## config.mk

```make
export PLATFORM = sky130hd
export DESIGN_NAME = ulpi_reg_init
export DESIGN_NICKNAME = d
export VERILOG_FILES = /design/src/rtl/ulpi_reg_init.sv
export SDC_FILE = /design/constraint.sdc
export NUM_CORES = 1
export LEC_CHECK = 0
export CORE_ASPECT_RATIO = 1.2
export CORE_MARGIN = 8
export CORE_UTILIZATION = 59
export DETAILED_ROUTE_END_ITERATION = 12
export GPL_ROUTABILITY_DRIVEN = 0
export PLACE_DENSITY = 0.85
export SYNTH_ARGS = -nofsm -noshare
export SYNTH_HDL_FRONTEND = slang
export SYNTH_SLANG_ARGS = --single-unit
```

## constraint.sdc

```tcl
create_clock -name clk_i -period 5.65 [get_ports clk_i]
set_input_delay 1.13 -clock clk_i [delete_from_list [all_inputs] [get_ports clk_i]]
set_output_delay 1.13 -clock clk_i [all_outputs]
set_load 0.05 [all_outputs]
```

## src/rtl/ulpi_reg_init.sv

```systemverilog
// ULPI PHY register bring-up engine: ID check, config write and readback, then
// single runtime register accesses on behalf of the function controller.
module ulpi_reg_init #(
    parameter logic [15:0] STARTUP_DLY   = 16'd6000,
    parameter logic [7:0]  ACK_TIMEOUT   = 8'd255,
    parameter logic [15:0] VID_EXP       = 16'h0424,
    parameter logic [15:0] PID_EXP       = 16'h0006,
    parameter logic [7:0]  FUNC_CTRL_VAL = 8'h45,
    parameter logic [7:0]  IFC_CTRL_VAL  = 8'h00,
    parameter logic [7:0]  OTG_CTRL_VAL  = 8'h00
) (
    input  logic       clk_i,
    input  logic       rst_i,
    output logic [7:0] reg_addr_o,
    output logic       reg_stb_o,
    output logic       reg_we_o,
    output logic [7:0] reg_data_o,
    input  logic [7:0] reg_data_i,
    input  logic       reg_ack_i,
    input  logic       cmd_valid_i,
    output logic       cmd_ready_o,
    input  logic       cmd_we_i,
    input  logic [7:0] cmd_addr_i,
    input  logic [7:0] cmd_wdata_i,
    output logic       rsp_valid_o,
    output logic [7:0] rsp_rdata_o,
    output logic       rsp_err_o,
    output logic       init_done_o,
    output logic       init_err_o,
    output logic [1:0] err_code_o
);

    typedef enum logic [2:0] {
        ST_DELAY,
        ST_ID_RD,
        ST_CFG_WR,
        ST_CFG_RD,
        ST_READY,
        ST_ERROR
    } state_t;

    typedef enum logic [1:0] {
        ACC_IDLE,
        ACC_ISSUE,
        ACC_WAIT
    } acc_t;

    state_t      state;
    acc_t        acc;
    logic [15:0] dly_cnt;
    logic [7:0]  tmo_cnt;
    logic [1:0]  step;
    logic [23:0] id_sr;
    logic [31:0] id_next;
    logic        id_bad;
    logic [7:0]  cfg_addr;
    logic [7:0]  cfg_val;
    logic [7:0]  init_addr;
    logic        init_we;

    // Step index selects which configuration register is being written or verified
    always_comb begin
        cfg_addr = 8'h04;
        cfg_val  = FUNC_CTRL_VAL;
        case (step)
            2'd1: begin
                cfg_addr = 8'h07;
                cfg_val  = IFC_CTRL_VAL;
            end
            2'd2: begin
                cfg_addr = 8'h0A;
                cfg_val  = OTG_CTRL_VAL;
            end
            default: ;
        endcase
    end

    assign init_addr = (state == ST_ID_RD) ? {6'd0, step} : cfg_addr;
    assign init_we   = (state == ST_CFG_WR);

    // ID bytes arrive low address first, so the newest byte enters at the top
    assign id_next = {reg_data_i, id_sr};
    assign id_bad  = (id_next[15:0] != VID_EXP) || (id_next[31:16] != PID_EXP);

    always_ff @(posedge clk_i or posedge rst_i) begin
        if (rst_i) begin
            state       <= ST_DELAY;
            acc         <= ACC_IDLE;
            dly_cnt     <= '0;
            tmo_cnt     <= '0;
            step        <= '0;
            id_sr       <= '0;
            reg_addr_o  <= '0;
            reg_stb_o   <= 1'b0;
            reg_we_o    <= 1'b0;
            reg_data_o  <= '0;
            cmd_ready_o <= 1'b0;
            rsp_valid_o <= 1'b0;
            rsp_rdata_o <= '0;
            rsp_err_o   <= 1'b0;
            init_done_o <= 1'b0;
            init_err_o  <= 1'b0;
            err_code_o  <= '0;
        end else begin
            rsp_valid_o <= 1'b0;
            if (acc != ACC_IDLE) begin
                reg_stb_o <= 1'b0;
                if (reg_ack_i) begin
                    acc <= ACC_IDLE;
                    case (state)
                        ST_ID_RD: begin
                            id_sr <= id_next[31:8];
                            if (step == 2'd3) begin
                                if (id_bad) begin
                                    state      <= ST_ERROR;
                                    init_err_o <= 1'b1;
                                    err_code_o <= 2'd2;
                                end else begin
                                    state <= ST_CFG_WR;
                                    step  <= '0;
                                end
                            end else begin
                                step <= step + 2'd1;
                            end
                        end
                        ST_CFG_WR: begin
                            if (step == 2'd2) begin
                                state <= ST_CFG_RD;
                                step  <= '0;
                            end else begin
                                step <= step + 2'd1;
                            end
                        end
                        ST_CFG_RD: begin
                            if (reg_data_i != cfg_val) begin
                                state      <= ST_ERROR;
                                init_err_o <= 1'b1;
                                err_code_o <= 2'd3;
                            end else if (step == 2'd2) begin
                                state       <= ST_READY;
                                init_done_o <= 1'b1;
                                cmd_ready_o <= 1'b1;
                            end else begin
                                step <= step + 2'd1;
                            end
                        end
                        ST_READY: begin
                            rsp_valid_o <= 1'b1;
                            rsp_err_o   <= 1'b0;
                            rsp_rdata_o <= reg_we_o ? 8'h00 : reg_data_i;
                            cmd_ready_o <= 1'b1;
                        end
                        default: ;
                    endcase
                end else if (tmo_cnt == ACK_TIMEOUT - 8'd1) begin
                    // A silent PHY is fatal during bring-up but only reported at runtime
                    acc <= ACC_IDLE;
                    if (state == ST_READY) begin
                        rsp_valid_o <= 1'b1;
                        rsp_err_o   <= 1'b1;
                        rsp_rdata_o <= 8'h00;
                        cmd_ready_o <= 1'b1;
                    end else begin
                        state      <= ST_ERROR;
                        init_err_o <= 1'b1;
                        err_code_o <= 2'd1;
                    end
                end else begin
                    tmo_cnt <= tmo_cnt + 8'd1;
                    acc     <= ACC_WAIT;
                end
            end else begin
                case (state)
                    ST_DELAY: begin
                        if (dly_cnt == STARTUP_DLY - 16'd1) begin
                            state <= ST_ID_RD;
                            step  <= '0;
                        end else begin
                            dly_cnt <= dly_cnt + 16'd1;
                        end
                    end
                    ST_ID_RD, ST_CFG_WR, ST_CFG_RD: begin
                        acc        <= ACC_ISSUE;
                        tmo_cnt    <= '0;
                        reg_stb_o  <= 1'b1;
                        reg_addr_o <= init_addr;
                        reg_we_o   <= init_we;
                        reg_data_o <= init_we ? cfg_val : 8'h00;
                    end
                    ST_READY: begin
                        if (cmd_valid_i && cmd_ready_o) begin
                            cmd_ready_o <= 1'b0;
                            acc         <= ACC_ISSUE;
                            tmo_cnt     <= '0;
                            reg_stb_o   <= 1'b1;
                            reg_addr_o  <= cmd_addr_i;
                            reg_we_o    <= cmd_we_i;
                            reg_data_o  <= cmd_we_i ? cmd_wdata_i : 8'h00;
                        end
                    end
                    default: ;
                endcase
            end
        end
    end

endmodule
```

==> metrics, run 1 <==
Max IR drop VDD 0.0003120 V; total standard cell area after synthesis 4330 um2; number of synthesized flops with an enable pin 0; slowest cell on the critical path sky130_fd_sc_hd__a211oi_1; number of cells upsized or downsized after cts 0; number of global-route vias before repair 3,219; insertion delay of the later-clocked pin in the worst-skew pair 0.37 ns; synthesized-area fraction occupied by adder cells 2.600%; GR Overflow Total 0; kind of capture point of the worst setup path flip-flop; total of warnings raised by yosys 0; count of distinct cell types in the synthesized netlist 66; number of input and output port buffers inserted 61; Simple-Gate Fraction of Synth Area 18.98%; number of antenna violations at the first check in global routing 0; footprint of the multi-input gates 1978 um2; detailed-route wire length 9512 um; maximum number of pins on one net before global-route repair 53; ordered cell list for the critical path clkdlybuf4s50_1 > a211oi_1 > a21oi_1 > mux2_2; xor/xnor share of the synthesized area 3.641%; fraction of post-synthesis cell area in the top cell type by area 50.27%; post-synthesis mux area share 10.11%; total via count in the routed design 3,103; Chip Height 109.9 um; number of vias per cell after detailed routing 5.800; achievable frequency 324.1 MHz; Cells after Synth 384; ratio of final minimum period to clock period 54.62%; unrepaired setup endpoints after global routing no; core region area 7189 um2; largest cells by area after synthesis sky130_fd_sc_hd__dfrtp_1, sky130_fd_sc_hd__mux2_4, sky130_fd_sc_hd__nand2_1; Antenna Nets Post-Route 0; final count of pins violating max slew 0; most frequently used flop master after synthesis sky130_fd_sc_hd__dfrtp_1; Final Hold Violating Endpoints 0; P per Cell Area 370.5 nW/um2; synthesis-stage register bit count 87; die outline area 10,350 um2; CTS Buffer Depth 2; most frequent cells in the layout sky130_fd_sc_hd__dfrtp_1, sky130_fd_sc_hd__clkdlybuf4s50_1, sky130_fd_sc_hd__nand2_1; Finished Core Util 72.08%; post-synthesis compound-gate area fraction 10.34%; total number of nets in the final design 478; Sequential Area 2177 um2; DRC violation count after routing 0; post-synthesis to final-layout area growth 19.68%; gr usage total 19.41%; Mean Syn Cell Area 11.28 um2; final-report setup violation count 0; portion of the post-synthesis area used by sequential elements 50.27%; Post-Synthesis Net Count 422; HPWL after detailed placement 6677 um; Async S/R FF share, synth 100.0%; root buffer cell sky130_fd_sc_hd__clkbuf_8; IO Pins 62; TritonCTS sink count 87; worst slew margin relative to its limit 22.33%; max_cap viols 0; path type of the worst setup path in2reg; number of violations reported at the end of detailed-routing iteration 0 208; number of buffers inserted to repair setup after CTS 0; Tightest Hold Check Type reg2reg; result of the run finished, final reports clean; crit-path max FO 12; skew final 0.008911 ns; critical path arrival 3.34 ns; CTS H-tree depth 3; first-pass iteration count of the detailed router 4; detailed-route wire length per cell 17.78 um; Worst Path Required 5.91 ns; min Tclk post-route 3.086 ns; worst-margin pin slew 1.158 ns; share of layout cells above drive strength 1 13.71%; clock transition at the register clock pins on the worst setup and hold paths after CTS 0.08 ns; main combinational cell family by area after synthesis simple AND/OR/NAND/NOR gates; largest area contributor in the netlist sky130_fd_sc_hd__dfrtp_1; leading cell type in the layout, fill and taps excluded sky130_fd_sc_hd__dfrtp_1; number of hold buffers added after cts 0; clock tree from TritonCTS done; startpoint kind of the worst setup timing path primary input; clock buffers created by TritonCTS 9; starting utilization of the core area 60.23%; final total negative setup slack 0 ns; count of filler cells inserted in the layout 504; slowest stage delay, CP 1.03 ns; global-route wire length before repair 15,770 um; die extent in x 94.21 um; Cell Rows 34; antenna diode instance count 0; LEAKAGE 2.331 nW
## state kept, by name (all words and copies together), names as in the netlist
name,flops
id_sr,24
dly_cnt,16
reg_addr_o,8
reg_data_o,8
rsp_rdata_o,8
tmo_cnt,8
state,3
acc,2
err_code_o,2
step,2
cmd_ready_o,1
init_done_o,1
init_err_o,1
reg_we_o,1
rsp_err_o,1
rsp_valid_o,1
## Yosys cell counts (2+ instances only)
master,n
sky130_fd_sc_hd__dfrtp_1,87
sky130_fd_sc_hd__buf_6,3
sky130_fd_sc_hd__xor2_1,14
sky130_fd_sc_hd__o21ai_1,3
sky130_fd_sc_hd__o21ai_0,12
sky130_fd_sc_hd__a31oi_1,5
sky130_fd_sc_hd__nand4_1,10
sky130_fd_sc_hd__o31ai_1,2
sky130_fd_sc_hd__inv_1,10
sky130_fd_sc_hd__mux2_4,20
sky130_fd_sc_hd__a211oi_1,4
sky130_fd_sc_hd__a21oi_1,14
sky130_fd_sc_hd__nor3b_4,2
sky130_fd_sc_hd__mux2i_1,7
sky130_fd_sc_hd__and3_1,5
sky130_fd_sc_hd__a2bb2oi_1,2
sky130_fd_sc_hd__buf_2,6
sky130_fd_sc_hd__nor4bb_1,2
sky130_fd_sc_hd__clkbuf_1,6
sky130_fd_sc_hd__and2_1,5
sky130_fd_sc_hd__mux2_2,5
sky130_fd_sc_hd__ha_1,9
sky130_fd_sc_hd__nand3_1,17
sky130_fd_sc_hd__nor4_1,7
sky130_fd_sc_hd__buf_12,2
sky130_fd_sc_hd__a22o_1,7
sky130_fd_sc_hd__nor2_1,22
sky130_fd_sc_hd__nand2b_1,2
sky130_fd_sc_hd__nor2_4,2
sky130_fd_sc_hd__xnor2_1,4
sky130_fd_sc_hd__nor3_1,6
sky130_fd_sc_hd__nor4_4,2
sky130_fd_sc_hd__and4_1,5
sky130_fd_sc_hd__nand2_1,43
## per-layer routing
metal  GRT usage (%)  part of all wire, %
met5               0                    0
met4           8.967                  1.5
met3           3.620                  4.3
met2           32.84                   52
met1           23.41                   42
## where the power goes
| part | internal [mW] | switching (mW) |
|---|---|---|
| sequential | 0.743 | 0.112 |
| clock | 0.306 | 0.220 |
| combinational | 0.260 | 0.280 |
| total | 1.31 | 0.612 |
## critical path: cells and delay by family
kind / cells / cell delay (ns)
buf+inv: 1 / 0.61
mux: 1 / 0.34
compound gates: 2 / 1.26
## per-stage QoR
stage	total power, mW	setup slack, ns	instances	cell area, um2	hold slack (ns)
floorplan	1.254	2.270	384	4330	0.4348
global placement	1.375	2.232	519	4936	0.4496
detailed placement	1.403	2.205	519	4936	0.4553
CTS	1.930	2.598	535	5182	0.4720
global route	2.018	2.316	535	5182	0.4948
finish	1.920	2.564	535	5182	0.4697
## final cells by class
class | instances | area share (%)
flip-flops and latches | 87 | 42.01
multi-input cells | 268 | 38.17
repair buffers | 63 | 12.07
clock buffers | 11 | 2.728
well taps | 90 | 2.173
clock inverters | 5 | 2.028
inverters | 11 | 0.8209
## worst paths after layout
path                                    start            end  depth (start not counted)  slack [ns]
min in group asynchronous               rst_i     dly_cnt[3]                          2        1.13
worst min register to register  reg_data_o[3]  reg_data_o[3]                          2        0.47
worst max register to register     tmo_cnt[0]     tmo_cnt[0]                          6        3.14
worst min-delay path            reg_data_o[3]  reg_data_o[3]                          2        0.47
max in group asynchronous               rst_i  reg_addr_o[2]                          3        3.48
worst max-delay path                reg_ack_i     tmo_cnt[0]                          4        2.56
## cell families (layout without fill, tap and decap cells)
family | count (synthesis) | count (layout)
XOR/XNOR | 18 | 18
adder cells (fa/ha/maj) | 9 | 9
AO/OA/AOI/OAI | 65 | 65
flip-flops | 87 | 87
multiplexers | 33 | 33
buffers and inverters | 29 | 90
AND/OR/NAND/NOR | 143 | 143
Note: power is estimated with default switching activity, not from simulation.
==> inputs of run 2 (changes only) <==
Settings changed: CORE_UTILIZATION 59 to 49, PLACE_DENSITY 0.85 to 0.76.
Clock period 5.65 ns to 2.71 ns, I/O delays scaled along.
==> run 2 against run 1 <==
Effect of this change: die area up 17%; wire length shrank 3.7%; clock skew increased by 0.0032 ns; setup slack got worse by 2.1 ns; via count is 0.35% lower; sequential share of layout area decreased by 0.99 points; power increased by 110%; first-iteration DRC count decreased by 16%; critical endpoint is now err_code_o[0]; largest cell class unchanged.
==> metrics, run 2 (synthesis gave the netlist of run 1 again) <==
total via count in the routed design 3,092; start point of the critical path step[0]; P per Cell Area 753.7 nW/um2; TritonCTS sink count 87; number of input and output port buffers inserted 61; FF-to-FF Start step[0]; CTS H-tree depth 3; Antenna Nets Post-Route 0; number of vias per cell after detailed routing 5.444; clock buffers created by TritonCTS 9; top flop regs id_sr x24, dly_cnt x16; post-synthesis to final-layout area growth 22.57%; ratio of final minimum period to clock period 84.28%; number of global-route vias before repair 3,067; global-route wire length before repair 15,440 um; max FFs per register 24; final count of pins violating max slew 0; LEAKAGE 2.382 nW; achievable frequency 437.8 MHz; core region area 8564 um2; max_cap viols 0; antenna diode instance count 0; number of buffers inserted to repair setup after CTS 0; starting utilization of the core area 50.56%; HPWL after detailed placement 6807 um; leading cell type in the layout, fill and taps excluded sky130_fd_sc_hd__dfrtp_1; GR Overflow Total 0; final-report setup violation count 0; footprint of the multi-input gates 1978 um2; path type of the worst setup path reg2reg; worst slew margin relative to its limit 56.61%; Final Hold Violating Endpoints 0; DRC violation count after routing 0; Chip Height 119.0 um; most frequent cells in the layout sky130_fd_sc_hd__dfrtp_1, sky130_fd_sc_hd__clkdlybuf4s50_1, sky130_fd_sc_hd__nand2_1; worst-case setup slack after placement 0.1798 ns; crit-path max FO 7; final total negative setup slack 0 ns; total number of nets in the final design 485; share of layout cells above drive strength 1 14.86%; detailed-route wire length 9163 um; result of the run finished, final reports clean; startpoint kind of the worst setup timing path flip-flop; Worst Path Required 2.98 ns; Worst Setup Slack, final 0.4259 ns; IO Pins 62; clock tree from TritonCTS done; Max IR drop VDD 0.0002863 V; clock transition at the register clock pins on the worst setup and hold paths after CTS 0.08 ns; min Tclk post-route 2.284 ns; gr usage total 16.04%; count of filler cells inserted in the layout 661; Tightest Hold Check Type reg2reg; first-pass iteration count of the detailed router 4; number of violations reported at the end of detailed-routing iteration 0 175; skew final 0.01209 ns; critical path arrival 2.55 ns; CTS Buffer Depth 2; unrepaired setup endpoints after global routing no; top register by number of flip-flops id_sr; insertion delay of the later-clocked pin in the worst-skew pair 0.36 ns; root buffer cell sky130_fd_sc_hd__clkbuf_8; Sequential Area 2177 um2; Cell Rows 37; number of cells upsized or downsized after cts 0; maximum number of pins on one net before global-route repair 31; source of the worst hold timing path reg_addr_o[7]; die outline area 12,110 um2; die extent in x 101.8 um; kind of capture point of the worst setup path flip-flop; number of antenna violations at the first check in global routing 0; detailed-route wire length per cell 16.13 um; number of hold buffers added after cts 0; worst-margin pin slew 0.6509 ns
==> run 2: layout make-up <==
cell class,count,area share [%]
timing repair buffer,70,13.48
clock buffer,12,2.923
inverter,11,0.8487
sequential,87,41.02
multi-input combinational,268,37.27
clock inverter,3,1.697
tap,117,2.758
==> run 2: final timing paths <==
path                            endpoint  slack [ns]  depth (start not counted)
hold / removal             reg_addr_o[7]        0.47                          2
max in group asynchronous  reg_data_o[3]        1.61                          3
min in group asynchronous      id_sr[20]        0.58                          2
setup / recovery           err_code_o[0]        0.43                          7
setup reg to reg           err_code_o[0]        0.43                          7
hold reg to reg            reg_addr_o[7]        0.47                          2
==> run 2: through the flow <==
stage          hold WS (ns)  util [%]  std cells  instance area (um2)  power, mW
6_report             0.4726     61.97        568                 5308      4.000
3_3_place_gp         0.4493     59.11        553                 5062      2.906
5_1_grt              0.4834     61.97        568                 5308      4.228
2_1_floorplan        0.4348         -        384                 4334      2.615
4_1_cts              0.4770     61.97        568                 5308      4.040
3_5_place_dp         0.4613     59.11        553                 5062      2.938
==> run 2: per-layer routing <==
metal  share of wire, %  wire [um]  global-route usage [%]  up-vias
met4                2.1        195                   7.728        0
met1                 44       4000                   19.67     1492
met2                 50       4542                   25.85       75
met3                4.6        425                   3.671       15
li1                   -          -                       -     1510
met5                  0          0                       0        -
==> run 2: worst max-delay path: stages (launching register included) <==
cell                        delay, ns
sky130_fd_sc_hd__dfrtp_1         0.47
sky130_fd_sc_hd__inv_1           0.12
sky130_fd_sc_hd__ha_1            0.38
sky130_fd_sc_hd__and4b_1         0.23
sky130_fd_sc_hd__o211ai_1        0.33
sky130_fd_sc_hd__o2bb2ai_1       0.12
sky130_fd_sc_hd__a211oi_2        0.29
sky130_fd_sc_hd__mux2i_1         0.24
==> run 2: report_power, final <==
part | leakage, nW | total (mW) | internal, mW | switching (mW)
clock network | 0.123 | 1.09 | 0.658 | 0.432
registers | 1.15 | 1.77 | 1.55 | 0.221
logic | 1.11 | 1.14 | 0.563 | 0.576
total | 2.38 | 4.00 | 2.77 | 1.23
